## config.mk

```make
export PLATFORM = sky130hd
export DESIGN_NAME = exp_mul_gen_param
export DESIGN_NICKNAME = d
export VERILOG_FILES = /design/src/rtl/exp_pkg.sv /design/src/rtl/exp_mul_gen_param_term_select.sv /design/src/rtl/exp_mul_gen_param.sv
export SDC_FILE = /design/constraint.sdc
export NUM_CORES = 1
export LEC_CHECK = 0
export ABC_AREA = 0
export ABC_CLOCK_PERIOD_IN_PS = 3600
export BUFFER_PORTS_ARGS = -buffer_cell sky130_fd_sc_hd__buf_2
export CORE_ASPECT_RATIO = 2
export CORE_MARGIN = 2
export CORE_UTILIZATION = 55
export DETAILED_ROUTE_END_ITERATION = 12
export PLACE_DENSITY = 0.79
export RECOVER_POWER = 100
export SLEW_MARGIN = 0
export SYNTH_ARGS = -nofsm -noshare
export SYNTH_HDL_FRONTEND = slang
export SYNTH_SLANG_ARGS = --single-unit
```

## constraint.sdc

```tcl
create_clock -name clk -period 3.6 [get_ports clk]
set_clock_uncertainty 0.2 [all_clocks]
set_input_delay 0.72 -clock clk [delete_from_list [all_inputs] [get_ports clk]]
set_output_delay 0.72 -clock clk [all_outputs]
set_load 0.005 [all_outputs]
```

## src/rtl/exp_pkg.sv

```systemverilog
// Shared constants, rounding helpers and types for the exp multiplier generator.
// ln(2) and ln(1+2^-i) are kept at 24 fraction bits and rounded to the datapath width.
package exp_pkg;

  localparam int CONST_FRAC = 24;
  localparam int STEP_W     = 6;
  localparam logic [31:0] LN2_24 = 32'd11629080;

  typedef enum logic [1:0] {S_IDLE, S_SELECT, S_APPLY, S_DONE} state_t;

  typedef struct packed {
    state_t              state;
    logic                int_step;
    logic [STEP_W-1:0]   step;
  } dbg_t;

  function automatic logic [31:0] ln1p_24(input int i);
    case (i)
      1:       return 32'd6802576;
      2:       return 32'd3743728;
      3:       return 32'd1976071;
      4:       return 32'd1017112;
      5:       return 32'd516263;
      6:       return 32'd260117;
      7:       return 32'd130563;
      8:       return 32'd65408;
      9:       return 32'd32736;
      10:      return 32'd16376;
      11:      return 32'd8190;
      12:      return 32'd4096;
      13:      return 32'd2048;
      14:      return 32'd1024;
      15:      return 32'd512;
      16:      return 32'd256;
      default: return 32'd0;
    endcase
  endfunction

  // Round-to-nearest from 24 fraction bits down to frac_w bits.
  function automatic logic [31:0] round_q(input logic [31:0] c, input int frac_w);
    return (c + (32'd1 << (CONST_FRAC - 1 - frac_w))) >> (CONST_FRAC - frac_w);
  endfunction

  function automatic logic [31:0] ln2_q(input int frac_w);
    return round_q(LN2_24, frac_w);
  endfunction

  function automatic logic [31:0] ln1p_q(input int i, input int frac_w);
    return round_q(ln1p_24(i), frac_w);
  endfunction

  function automatic logic [31:0] ln1p_min(input int frac_w);
    logic [31:0] m;
    m = ln1p_q(1, frac_w);
    for (int i = 2; i <= frac_w; i++) begin
      if (ln1p_q(i, frac_w) != 32'd0 && ln1p_q(i, frac_w) < m) m = ln1p_q(i, frac_w);
    end
    return m;
  endfunction

  function automatic logic [63:0] fix_one(input int frac_w);
    return 64'd1 << frac_w;
  endfunction

endpackage

```

## src/rtl/exp_mul_gen_param_term_select.sv

```systemverilog
// Combinational step chooser: picks the largest power-of-two step or the
// largest (1+2^-i) factor that still fits in the current residual.
module exp_term_select
  import exp_pkg::*;
#(
  parameter int IN_INT_W  = 4,
  parameter int FRAC_W    = 11,
  parameter int MUL_INT_W = 15,
  localparam int RES_W = IN_INT_W + FRAC_W,
  localparam int MUL_W = MUL_INT_W + FRAC_W
) (
  input  logic [RES_W-1:0]  residual,
  output logic              int_step,
  output logic [STEP_W-1:0] step,
  output logic [MUL_W-1:0]  factor,
  output logic [RES_W-1:0]  subtrahend
);

  localparam logic [31:0]      LN2_Q = ln2_q(FRAC_W);
  localparam logic [MUL_W-1:0] ONE   = MUL_W'(fix_one(FRAC_W));

  logic [31:0] res32;
  assign res32 = 32'(residual);

  always_comb begin
    int_step   = 1'b0;
    step       = '0;
    factor     = ONE;
    subtrahend = '0;
    if (res32 >= LN2_Q) begin
      int_step = 1'b1;
      // Ascending scan: the last k that fits wins; capped at MUL_INT_W-1 so the factor fits.
      for (int k = 1; k < MUL_INT_W; k++) begin
        if (32'(k) * LN2_Q <= res32) begin
          step       = STEP_W'(k);
          factor     = ONE << k;
          subtrahend = RES_W'(32'(k) * LN2_Q);
        end
      end
    end else begin
      // Descending scan so the smallest qualifying i (largest factor) wins.
      for (int i = FRAC_W; i >= 1; i--) begin
        if (ln1p_q(i, FRAC_W) <= res32) begin
          step       = STEP_W'(i);
          factor     = ONE + (ONE >> i);
          subtrahend = RES_W'(ln1p_q(i, FRAC_W));
        end
      end
    end
  end

endmodule

```

## src/rtl/exp_mul_gen_param.sv

```systemverilog
// Multiplier generator: decomposes X into up to N_TERMS factors whose product ~ exp(X).
// Optional resid_out port under `define EXP_MUL_GEN_PARAM_RESID_EN.
module exp_mul_gen_param
  import exp_pkg::*;
#(
  parameter int IN_INT_W  = 4,
  parameter int FRAC_W    = 11,
  parameter int MUL_INT_W = 15,
  parameter int N_TERMS   = 6,
  localparam int RES_W = IN_INT_W + FRAC_W,
  localparam int MUL_W = MUL_INT_W + FRAC_W,
  localparam int CNT_W = $clog2(N_TERMS + 1)
) (
  input  logic                     clk,
  input  logic                     rst_n,
  input  logic                     in_valid,
  output logic                     in_ready,
  input  logic [RES_W-1:0]         x_in,
  output logic                     out_valid,
  input  logic                     out_ready,
  output logic [N_TERMS*MUL_W-1:0] mul_bus,
  output logic [CNT_W-1:0]         term_count,
  output logic                     ovf,
  output dbg_t                     dbg
`ifdef EXP_MUL_GEN_PARAM_RESID_EN
  ,
  output logic [RES_W-1:0]         resid_out
`endif
);

  // Handshakes: a transfer happens on a rising edge with valid and ready both high;
  // out_valid holds with stable data until out_ready, and in_ready is high only in IDLE.

  localparam logic [RES_W-1:0] MIN_STEP = RES_W'(ln1p_min(FRAC_W));
  localparam logic [MUL_W-1:0] ONE      = MUL_W'(fix_one(FRAC_W));

  state_t              state, state_nxt;
  logic                rdy_en;
  logic [RES_W-1:0]    resid, resid_sub;
  logic [CNT_W-1:0]    term_cnt;
  logic [MUL_W-1:0]    fac_q [N_TERMS];
  logic                sel_int, ts_int;
  logic [STEP_W-1:0]   sel_step, ts_step;
  logic [MUL_W-1:0]    sel_factor, ts_factor;
  logic [RES_W-1:0]    sel_sub, ts_sub;
  logic                accept, last_term;

  exp_term_select #(
    .IN_INT_W  (IN_INT_W),
    .FRAC_W    (FRAC_W),
    .MUL_INT_W (MUL_INT_W)
  ) u_sel (
    .residual   (resid),
    .int_step   (ts_int),
    .step       (ts_step),
    .factor     (ts_factor),
    .subtrahend (ts_sub)
  );

  assign accept    = (state == S_IDLE) && in_valid && rdy_en;
  assign resid_sub = resid - sel_sub;
  assign last_term = (resid_sub < MIN_STEP) || (term_cnt == CNT_W'(N_TERMS - 1));

  always_ff @(posedge clk or negedge rst_n) begin
    if (!rst_n) state <= S_IDLE;
    else        state <= state_nxt;
  end

  always_comb begin
    state_nxt = state;
    in_ready  = 1'b0;
    out_valid = 1'b0;
    case (state)
      S_IDLE: begin
        in_ready = rdy_en;
        if (accept) state_nxt = (x_in < MIN_STEP) ? S_DONE : S_SELECT;
      end
      S_SELECT: state_nxt = S_APPLY;
      S_APPLY:  state_nxt = last_term ? S_DONE : S_SELECT;
      S_DONE: begin
        out_valid = 1'b1;
        if (out_ready) state_nxt = S_IDLE;
      end
      default:  state_nxt = S_IDLE;
    endcase
  end

  always_ff @(posedge clk or negedge rst_n) begin
    if (!rst_n) begin
      rdy_en     <= 1'b0;
      resid      <= '0;
      term_cnt   <= '0;
      sel_int    <= 1'b0;
      sel_step   <= '0;
      sel_factor <= ONE;
      sel_sub    <= '0;
      for (int j = 0; j < N_TERMS; j++) fac_q[j] <= ONE;
    end else begin
      rdy_en <= 1'b1;
      if (accept) begin
        resid    <= x_in;
        term_cnt <= '0;
        for (int j = 0; j < N_TERMS; j++) fac_q[j] <= ONE;
      end
      if (state == S_SELECT) begin
        sel_int    <= ts_int;
        sel_step   <= ts_step;
        sel_factor <= ts_factor;
        sel_sub    <= ts_sub;
      end
      if (state == S_APPLY) begin
        for (int j = 0; j < N_TERMS; j++) begin
          if (CNT_W'(j) == term_cnt) fac_q[j] <= sel_factor;
        end
        resid    <= resid_sub;
        term_cnt <= term_cnt + 1'b1;
      end
    end
  end

  for (genvar g = 0; g < N_TERMS; g++) begin : g_bus
    assign mul_bus[g*MUL_W +: MUL_W] = fac_q[g];
  end

  assign term_count   = term_cnt;
  assign ovf          = (state == S_DONE) && (term_cnt == CNT_W'(N_TERMS)) && (resid >= MIN_STEP);
  assign dbg.state    = state;
  assign dbg.int_step = sel_int;
  assign dbg.step     = sel_step;

`ifdef EXP_MUL_GEN_PARAM_RESID_EN
  assign resid_out = out_valid ? resid : '0;
`endif

endmodule

```

==> impl_metrics.env, run 1 <==
export IMPL_path_delay_family="simple AND/OR/NAND/NOR gates"
export IMPL_hold_buffers=0
export IMPL_hold_viol_final=0
export IMPL_port_buffers=187
export IMPL_vias_per_cell=6.46
export IMPL_synth_edf_count=0
export IMPL_postLayoutCoreUtil=0.646
export IMPL_cts_buffer_depth=3
export IMPL_r2r_slack_ps=100
export IMPL_ant_nets=0
export IMPL_clk_latency_ps=490
export IMPL_fin_nets=1224
export IMPL_relSlewSlack=-0.226
export IMPL_worstPathArrival_ps=3660
export IMPL_p_leak_nw=5.81
export IMPL_final_max_slew_viol_count=105
export IMPL_max_stage_delay_ps=830
export IMPL_finalWirelength_um=36000
export IMPL_drtPass1Iterations=5
export IMPL_clock_sinks=223
export IMPL_maxCapViolations=2
export IMPL_use_met3=0.0407
export IMPL_cp_depth=7
export IMPL_syn_inst=1008
export IMPL_cp_startpoint="resid[3]$_DFFE_PN0P_"
export IMPL_ys_ff_latch=223
export IMPL_multi_input_area_mm2=0.00443
export IMPL_grt_use_total=0.355
export IMPL_dp_slack_ps=419
export IMPL_syn_avg_cell_area_um2=10.5
export IMPL_cts_tree="yes"
export IMPL_crit_required_ps=3760
export IMPL_grt_pass1_wl_um=54500
export IMPL_met1_usage=0.401
export IMPL_async_flop_share=1.00
export IMPL_rr_worst_depth=7
export IMPL_cts_buffers=19
export IMPL_setup_tns_ps=0
export IMPL_path_max_fanout=22
export IMPL_synth_distinct_cells=88
export IMPL_rsz0062_at_grt="false"
export IMPL_setup_ws_ps=102
export IMPL_gp_congestion=0.972
export IMPL_synth_seq_area_share=0.530
export IMPL_hpwl_um=26600
export IMPL_status="finished with violations"
export IMPL_io_pins=190
export IMPL_setup_viol=0
export IMPL_busiest_layer="met2"
export IMPL_drtIter0Drc=855
export IMPL_coreArea_mm2=0.0188
export IMPL_holdCritPathClass="input port to register"
export IMPL_wl_per_cell_um=24.8
export IMPL_max_slew_worst_pin_slew_ps=1840
export IMPL_vias=9363
export IMPL_setup_worst_path_start_class="register"
export IMPL_powerDensity_mw_per_mm2=849
export IMPL_final_common_cell="dfrtp_1"
export IMPL_violations="capacitance limit, slew limit"
export IMPL_worstSetupPathType="register to register"
export IMPL_r2r_end="sel_sub[7]$_DFFE_PN0P_"
export IMPL_fp_dieH_um=200
export IMPL_grt_pass1_vias=9078
export IMPL_drive_gt1_frac=0.148
export IMPL_syn_area_mm2=0.0106
export IMPL_worstReg2RegStart="resid[3]$_DFFE_PN0P_"
export IMPL_critPathBufInv=0
export IMPL_final_cell_mix="dfrtp_1 (216), a22o_1 (131), nand2_1 (127)"
export IMPL_crit_slowest_cell="nor4_1"
export IMPL_fmax_ghz=0.286
export IMPL_initial_core_util=0.560
export IMPL_fill_cells=1599
export IMPL_drcViolationCount=0
export IMPL_die_area_mm2=0.0204
export IMPL_grt_antenna_before_repair=0
export IMPL_worstPathCellList="nor4_1, a41oi_1, o22ai_1, o21ai_1, o21ai_2, a31oi_1, or4_1"
export IMPL_fin_crit_sh=0.972
export IMPL_fin_crit_ps=3500
export IMPL_synth_warnings=0
export IMPL_grt_max_degree=76
export IMPL_seq_area_mm2=0.00559
export IMPL_path_clk_slew_ps=70
export IMPL_ys_flop_type="dfrtp_1"
export IMPL_grt_overflow_total=0
export IMPL_die_w_um=102
export IMPL_diodes=0
export IMPL_use_met2=0.617
export IMPL_cts_root_buf="clkbuf_16"
export IMPL_vdd_drop_max_v=0.000707
export IMPL_finalPower_mw=10.3
export IMPL_cp_endpoint="sel_sub[7]$_DFFE_PN0P_"
export IMPL_syn2layout_area_growth_pct=15.2
export IMPL_h_tree_depth=1
export IMPL_rows=71
export IMPL_crit_path_end_kind="register"
[metrics by stage]
step,area (um2),instances,hold WS [ps]
final,12200,1450,273
after global routing,12200,1450,276
after CTS,12400,1450,2.47
after detailed placement,11800,1419,271
after global placement,11800,1419,260
after floorplan,10600,1009,224
[power by group]
part           internal, mW  total, mW  switching [mW]  leakage (nW)
Sequential             2.90       3.56           0.659          3.01
Clock                  1.16       2.08           0.922         0.306
Combinational          1.65       4.69            3.04          2.50
Total                  5.71       10.3            4.62          5.81
[synth_stat cells, drive strengths merged, types with 18 or more instances]
master / count / area [um2]
a22o: 131 / 1150
dfrtp: 216 / 5410
buf: 34 / 241
nand2: 128 / 488
nor2: 54 / 208
ha: 19 / 238
a21oi: 24 / 120
inv: 34 / 128
nand3: 45 / 225
clkbuf: 41 / 158
o21ai: 60 / 308
nor3: 18 / 101
[timing repair]
item,CTS,global route
gates resized for setup,1,0
buffers inserted,0,0
endpoints found under the setup margin,1,1
pin swaps,0,1
[sequential cells by signal, indices dropped and copies added, names as in the netlist]
register	flops
term_count	3
mul_bus	156
sel_step	4
sel_sub	15
resid	15
sel_factor	26
sel_int	1
rdy_en	1
state	2
[area by class of cell]
type | instances | share of cell area
multi-input combinational | 677 | 0.364
sequential | 223 | 0.460
clock inverter | 10 | 0.00936
clock buffer | 21 | 0.0414
inverter | 34 | 0.0105
timing repair buffer | 230 | 0.0886
tap | 255 | 0.0262
[worst register-to-register path, stage by stage, from the launching register on]
cell and delay (ps):
dfrtp_1 680, nor4_1 840, a41oi_1 220, o22ai_1 430, o21ai_1 180, o21ai_2 190, a31oi_1 110, or4_1 520
[per-layer routing]
metal | part of all wire | up-vias
met2 | 0.52 | 487
li1 | - | 4089
met3 | 0.052 | 141
met1 | 0.34 | 4646
met4 | 0.085 | 0
met5 | 0 | -
[cells by family after synthesis]
family,Yosys count,share of synthesized area
adders and majority gates,20,0.0244
DFF,223,0.530
xor gates and xnor gates,7,0.00581
AOI/OAI and AO/OA,325,0.238
muxes,1,0.000949
and+or+nand+nor,321,0.150
other,2,0.000712
buffers and inverters,109,0.0499
[worst min path at each step]
stage	slack, ps	end	cells past startpoint	startpoint
after floorplan	220	mul_bus[0]$_DFF_PN0_	0	rst_n
after global placement	260	sel_sub[8]$_DFFE_PN0P_	2	sel_sub[8]$_DFFE_PN0P_
after detailed placement	270	sel_sub[8]$_DFFE_PN0P_	2	sel_sub[8]$_DFFE_PN0P_
after CTS	2	resid[4]$_DFFE_PN0P_	1	rst_n
after global routing	280	resid[6]$_DFFE_PN0P_	3	x_in[6]
final	270	resid[12]$_DFFE_PN0P_	3	x_in[12]
No activity file was read; power rests on OpenSTA's default activity.
==> run 2, diff against run 1 <==
Settings changed: ABC_AREA 0 to 1, CORE_UTILIZATION 55 to 57, PLACE_DENSITY 0.79 to 0.81.
==> run 2 against run 1 <==
  * The run still ends with capacitance limit, slew limit left
  * Sequential share of layout area decreased by 2.8 points
  * Register-to-register slack gained 110 ps
  * Worst setup slack gained 76 ps
  * Via count rose by 18%
  * Critical path depth rose by 2
  * Cell count is 26% higher
  * Power grew 9.0%
  * Sequential power shrank 3%
  * Core utilization grew 2.3 points
  * Non-clock buffer count decreased by 14
==> impl_metrics.env, run 2 <==
export IMPL_status="finished with violations"
export IMPL_violations="capacitance limit, slew limit"
export IMPL_cts_root_buf="clkbuf_16"
export IMPL_holdCritPathClass="register to register"
export IMPL_path_clk_slew_ps=80
export IMPL_max_slew_worst_pin_slew_ps=2370
export IMPL_syn_avg_cell_area_um2=8.17
export IMPL_synth_edf_count=0
export IMPL_cp_endpoint="ovf"
export IMPL_grt_pass1_vias=11000
export IMPL_fill_cells=1731
export IMPL_grt_pass1_wl_um=61600
export IMPL_path_delay_family="simple AND/OR/NAND/NOR gates"
export IMPL_cp_depth=9
export IMPL_final_cell_mix="nand3_1 (220), nand2_1 (216), dfrtp_1 (216)"
export IMPL_wl_per_cell_um=23.1
export IMPL_die_area_mm2=0.0210
export IMPL_die_w_um=103
export IMPL_cts_tree="yes"
export IMPL_crit_path_end_kind="output pin"
export IMPL_synth_most_common_cell="nand3_1"
export IMPL_ys_flop_type="dfrtp_1"
export IMPL_synth_top_area_share=0.480
export IMPL_worstPathCellList="nor2_8, nand2_2, inv_2, nand2_2, nor2_2, inv_1, nor2_2, nor2_1, clkbuf_2"
export IMPL_drtIter0Drc=756
export IMPL_io_pins=190
export IMPL_p_leak_nw=6.21
export IMPL_clk_latency_ps=510
export IMPL_r2r_end="mul_bus[74]$_DFF_PN0_"
export IMPL_cp_startpoint="resid[14]$_DFFE_PN0P_"
export IMPL_synth_area_leader_cell="dfrtp_1"
export IMPL_hold_viol_final=0
export IMPL_drive_gt1_frac=0.122
export IMPL_cts_buffer_depth=3
export IMPL_path_max_fanout=9
export IMPL_fin_crit_ps=3420
export IMPL_ys_ff_latch=223
export IMPL_diodes=0
export IMPL_synth_warnings=0
export IMPL_grt_max_degree=160
export IMPL_worstPathArrival_ps=2500
export IMPL_cts_buffers=20
export IMPL_largest_reg_flops=156
export IMPL_grt_antenna_before_repair=0
export IMPL_synthTopCellsByCount="nand3_1 (224), dfrtp_1 (216), nand2_1 (216)"
export IMPL_r2r_slack_ps=210
export IMPL_rr_worst_depth=7
export IMPL_vias=11100
export IMPL_crit_slowest_cell="dfrtp_1"
export IMPL_vdd_drop_max_v=0.000769
export IMPL_initial_core_util=0.582
export IMPL_worstReg2RegStart="state[1]$_DFFE_PN0P_"
export IMPL_fmax_ghz=0.292
export IMPL_final_common_cell="nand3_1"
export IMPL_setup_viol=0
export IMPL_ant_nets=0
export IMPL_cts_setup_buffers=0
export IMPL_syn2layout_area_growth_pct=14.9
export IMPL_final_max_slew_viol_count=247
export IMPL_grt_overflow_total=0
export IMPL_port_buffers=187
export IMPL_fin_nets=1587
export IMPL_vias_per_cell=6.09
export IMPL_clock_sinks=223
export IMPL_worst_hold_slack_ps=289
export IMPL_h_tree_depth=1
export IMPL_critPathBufInv=3
export IMPL_postLayoutCoreUtil=0.668
export IMPL_fp_dieH_um=203
export IMPL_rsz0062_at_grt="false"
export IMPL_gp_congestion=1.04
export IMPL_finalWirelength_um=42000
export IMPL_rows=72
export IMPL_setup_tns_ps=0
export IMPL_max_stage_delay_ps=540
export IMPL_synth_distinct_cells=53
export IMPL_dp_slack_ps=627
export IMPL_setup_worst_path_start_class="register"
export IMPL_relSlewSlack=-0.577
export IMPL_hpwl_um=30800
export IMPL_synth_seq_area_share=0.496
export IMPL_syn_area_mm2=0.0113
export IMPL_setup_ws_ps=179
export IMPL_maxCapViolations=2
export IMPL_powerDensity_mw_per_mm2=870
export IMPL_grt_use_total=0.398
export IMPL_syn_inst=1379
export IMPL_coreArea_mm2=0.0194
export IMPL_async_flop_share=1.00
export IMPL_crit_required_ps=2680
export IMPL_drtPass1Iterations=5
export IMPL_synth_area_leaders="dfrtp_1 (48%), nand3_1 (9.9%), o21ai_0 (8.9%)"
export IMPL_fin_crit_sh=0.950
export IMPL_worstSetupPathType="register to output pin"
export IMPL_drcViolationCount=0
run 2: changes by cell type in the layout (fill, tap and decap cells not counted), sizes merged, moves of 12 or more:
cell,before,now
a22o,131,0
a21oi,24,38
o22ai,4,16
buf,110,94
nand2,128,226
inv,36,156
o21ai,60,205
nor2,54,111
nand3,45,225
run 2: layer usage:
metal	share of wire	global-route usage	wire length, um	vias up
met5	0	0	0	-
met4	0.11	0.344	4440	0
met3	0.057	0.0575	2410	202
met2	0.52	0.698	21900	568
met1	0.32	0.389	13300	5351
li1	-	-	-	4961
run 2: where the power goes:
group	leakage (nW)	switching, mW	internal [mW]
sequential	3.00	0.399	3.04
clock	0.335	0.985	1.22
combinational	2.87	4.08	1.54
total	6.21	5.46	5.80
run 2: kinds of logic (layout without fill, tap and decap cells):
group                      after synthesis  count (layout)  share of synthesized area
xor gates and xnor gates                 6               6                    0.00466
AOI/OAI and AO/OA                      292             292                      0.144
DFF                                    223             223                      0.496
adders and majority gates               20              20                     0.0229
other                                    2               3                   0.000666
buffers and inverters                  228             410                     0.0805
and+or+nand+nor                        608             608                      0.251
run 2: repair_timing:
| action | CTS | global route |
|---|---|---|
| gates resized for setup | 0 | 1 |
| hold buffers | 0 | 0 |
| endpoints found under the setup margin | 0 | 1 |
run 2: worst min path at each step:
stage	from	slack, ps	endpoint	cells past startpoint
finish	sel_factor[0]$_DFFE_PN0P_	290	sel_factor[0]$_DFFE_PN0P_	2
global route	x_in[7]	310	resid[7]$_DFFE_PN0P_	3
CTS	rst_n	60	resid[6]$_DFFE_PN0P_	1
detailed placement	sel_factor[0]$_DFFE_PN0P_	270	sel_factor[0]$_DFFE_PN0P_	2
global placement	sel_sub[11]$_DFFE_PN0P_	270	sel_sub[11]$_DFFE_PN0P_	2
floorplan	rst_n	220	mul_bus[0]$_DFF_PN0_	0
run 2: worst reg2reg max path, delay by kind of cell, from the launching register on:
| family | cells | cell delay (ps) |
|---|---|---|
| compound gates | 1 | 160 |
| buf+inv | 2 | 890 |
| flops | 1 | 440 |
| simple gates | 4 | 1560 |
run 2: layout make-up:
type / count / area [um2] / share of cell area
clock buffer: 26 / 574 / 0.0444
tap: 259 / 324 / 0.0250
clock inverter: 10 / 96.3 / 0.00744
inverter: 158 / 596 / 0.0460
multi-input combinational: 929 / 4770 / 0.369
timing repair buffer: 216 / 995 / 0.0768
sequential: 223 / 5590 / 0.432
run 2: stage by stage:
step / power, mW / std cells / instance area, um2
after floorplan: 6.88 / 1380 / 11300
after global placement: 8.94 / 1785 / 12500
after CTS: 11.2 / 1821 / 13200
after global routing: 11.9 / 1821 / 12900
final: 11.3 / 1821 / 12900
after detailed placement: 9.01 / 1785 / 12500
==> run 3, diff against run 2 <==
Settings changed: PLACE_DENSITY 0.81 to 0.8, SYNTH_HIERARCHICAL set to 1.
==> run 3 against run 2 <==
  * The run still ends with capacitance limit, slew limit left
  * Combinational power rose by 5.5%
  * Critical path depth rose by 5
  * Area after synthesis is 3.6% higher
  * Count of clock-buffer cells in the layout down 3
  * Worst hold slack got worse by 22 ps
  * Via count up 2.3%
  * Sequential power hardly changed
  * Clock power down 5%
  * Final area is 2.3% higher
  * Routed wire length is 2.1% lower
  * Largest power group unchanged
==> impl_metrics.env, run 3 <==
export IMPL_vias=11300
export IMPL_cts_setup_buffers=0
export IMPL_worstSetupPathType="register to register"
export IMPL_vdd_drop_max_v=0.000684
export IMPL_finalPower_mw=11.5
export IMPL_synth_top_area_share=0.467
export IMPL_drive_gt1_frac=0.117
export IMPL_fin_crit_ps=3300
export IMPL_syn_inst=1489
export IMPL_grt_pass1_wl_um=62700
export IMPL_cts_buffers=19
export IMPL_worst_hold_slack_ps=267
export IMPL_min_from="x_in[10]"
export IMPL_grt_antenna_before_repair=0
export IMPL_max_slew_worst_pin_slew_ps=2440
export IMPL_final_common_cell="nand2_1"
export IMPL_h_tree_depth=1
export IMPL_path_delay_family="simple AND/OR/NAND/NOR gates"
export IMPL_crit_slowest_cell="dfrtp_1"
export IMPL_synth_seq_area_share=0.483
export IMPL_status="finished with violations"
export IMPL_wl_per_cell_um=21.3
export IMPL_worstPathCellList="buf_4, nor2_8, nand2_1, nor2_1, nand2_1, clkinvlp_2, nand4_1, nand3_1, inv_1, o21ai_0, nand2_1, nand3_1, nand2_1, nand2_1"
export IMPL_synth_most_common_cell="nand2_1"
export IMPL_ant_nets=0
export IMPL_cts_buffer_depth=3
export IMPL_final_cell_mix="nand2_1 (342), dfrtp_1 (218), nand3_1 (211)"
export IMPL_violations="capacitance limit, slew limit"
export IMPL_drcViolationCount=0
export IMPL_path_max_fanout=8
export IMPL_io_pins=190
export IMPL_powerDensity_mw_per_mm2=866
export IMPL_relSlewSlack=-0.627
export IMPL_setup_tns_ps=0
export IMPL_hpwl_um=30300
export IMPL_maxCapViolations=1
export IMPL_vias_per_cell=5.88
export IMPL_fp_dieH_um=206
export IMPL_worstReg2RegStart="resid[13]$_DFFE_PN0P_"
export IMPL_hold_buffers=0
export IMPL_die_w_um=105
export IMPL_ys_ff_latch=225
export IMPL_coreArea_mm2=0.0203
export IMPL_finalWirelength_um=41100
export IMPL_fmax_ghz=0.303
export IMPL_hold_viol_final=0
export IMPL_fin_nets=1689
export IMPL_r2r_slack_ps=300
export IMPL_holdCritPathClass="input port to register"
export IMPL_largest_reg_flops=156
export IMPL_setup_worst_path_start_class="register"
export IMPL_syn_avg_cell_area_um2=7.84
export IMPL_diodes=0
export IMPL_critPathBufInv=3
export IMPL_async_flop_share=1.00
export IMPL_worstPathArrival_ps=3530
export IMPL_rows=74
export IMPL_synth_edf_count=0
export IMPL_rsz0062_at_grt="false"
export IMPL_synth_warnings=6
export IMPL_ys_flop_type="dfrtp_1"
export IMPL_max_stage_delay_ps=400
export IMPL_cts_root_buf="clkbuf_16"
export IMPL_grt_pass1_vias=11100
export IMPL_clock_sinks=225
export IMPL_cp_common_cell="nand2_1"
export IMPL_port_buffers=189
export IMPL_final_max_slew_viol_count=93
export IMPL_crit_required_ps=3830
export IMPL_syn_area_mm2=0.0117
export IMPL_synth_area_leader_cell="dfrtp_1"
export IMPL_die_area_mm2=0.0217
export IMPL_fin_crit_sh=0.917
export IMPL_grt_max_degree=158
export IMPL_grt_use_total=0.382
export IMPL_synthTopCellsByCount="nand2_1 (339), dfrtp_1 (218), nand3_1 (213)"
export IMPL_synth_area_leaders="dfrtp_1 (47%), nand2_1 (11%), nand3_1 (9.1%)"
export IMPL_path_clk_slew_ps=80
export IMPL_grt_overflow_total=0
export IMPL_syn2layout_area_growth_pct=13.5
export IMPL_setup_viol=0
export IMPL_drtPass1Iterations=6
export IMPL_initial_core_util=0.576
export IMPL_crit_path_end_kind="register"
export IMPL_clk_latency_ps=490
export IMPL_gp_congestion=1.19
export IMPL_cts_tree="yes"
export IMPL_drtIter0Drc=1015
export IMPL_cp_startpoint="resid[13]$_DFFE_PN0P_"
export IMPL_p_leak_nw=6.70
export IMPL_synth_distinct_cells=56
export IMPL_ctsResizeCount=0
-- run 3: cell types whose count changed in the layout (fill, tap and decap cells not counted), moves of 5 or more --
cell,delta
nor3_1,-7
nor2_1,+6
buf_2,+18
clkbuf_1,-13
clkinv_2,+6
inv_1,+11
o221ai_1,-9
nand3_1,-9
nand2_1,+126
a21oi_1,-10
o21ai_0,+8
buf_4,-7
o22ai_1,-9
nor2_4,-5
-- run 3: final timing paths --
path | end | depth (start not counted)
max | sel_step[1]$_DFFE_PN0P_ | 14
min | resid[10]$_DFFE_PN0P_ | 3
max reg2reg | sel_step[1]$_DFFE_PN0P_ | 14
min reg2reg | sel_step[5]$_DFFE_PN0P_ | 2
max in group asynchronous | mul_bus[95]$_DFF_PN0_ | 2
min in group asynchronous | mul_bus[120]$_DFF_PN0_ | 1
-- run 3: final cells by class --
| cell class | count | area (um2) |
|---|---|---|
| multi-input cells | 1018 | 4970 |
| fillers | 1861 | 7040 |
| repair buffers | 214 | 1020 |
| inverters | 172 | 652 |
| clock inverters | 10 | 100 |
| well taps | 266 | 333 |
| clock buffers | 23 | 520 |
| flip-flops and latches | 225 | 5640 |
-- run 3: worst min-delay path, delay by kind of cell --
| family | cells | cell delay, ps |
|---|---|---|
| buffers and inverters | 1 | 90 |
| and+or+nand+nor | 2 | 120 |
-- run 3: report_power, final --
group | switching [mW] | internal, mW | leakage [nW] | total, mW
Combinational | 4.31 | 1.63 | 3.35 | 5.93
Clock | 0.914 | 1.18 | 0.316 | 2.09
Sequential | 0.433 | 3.01 | 3.03 | 3.45
-- run 3: metal layers --
layer | track usage | part of all wire
met1 | 0.377 | 0.32
met2 | 0.676 | 0.51
met3 | 0.0697 | 0.064
met4 | 0.340 | 0.11
met5 | 0 | 0
-- run 3: cell families after synthesis --
kind of cell,count (synthesis),share of synthesized area
AO/OA/AOI/OAI,268,0.125
XOR/XNOR,1,0.000751
other,2,0.000644
buffers and inverters,247,0.0861
adder cells (fa/ha/maj),20,0.0221
AND/OR/NAND/NOR,726,0.282
flip-flops,225,0.483
-- run 3: per-stage QoR --
stage / util / instances / instance area, um2 / setup WS [ps]
floorplan: - / 1490 / 11700 / 1450
global placement: 0.634 / 1895 / 12900 / 719
detailed placement: 0.634 / 1895 / 12900 / 757
CTS: 0.665 / 1928 / 13500 / 494
global route: 0.653 / 1928 / 13200 / 217
finish: 0.653 / 1928 / 13200 / 299
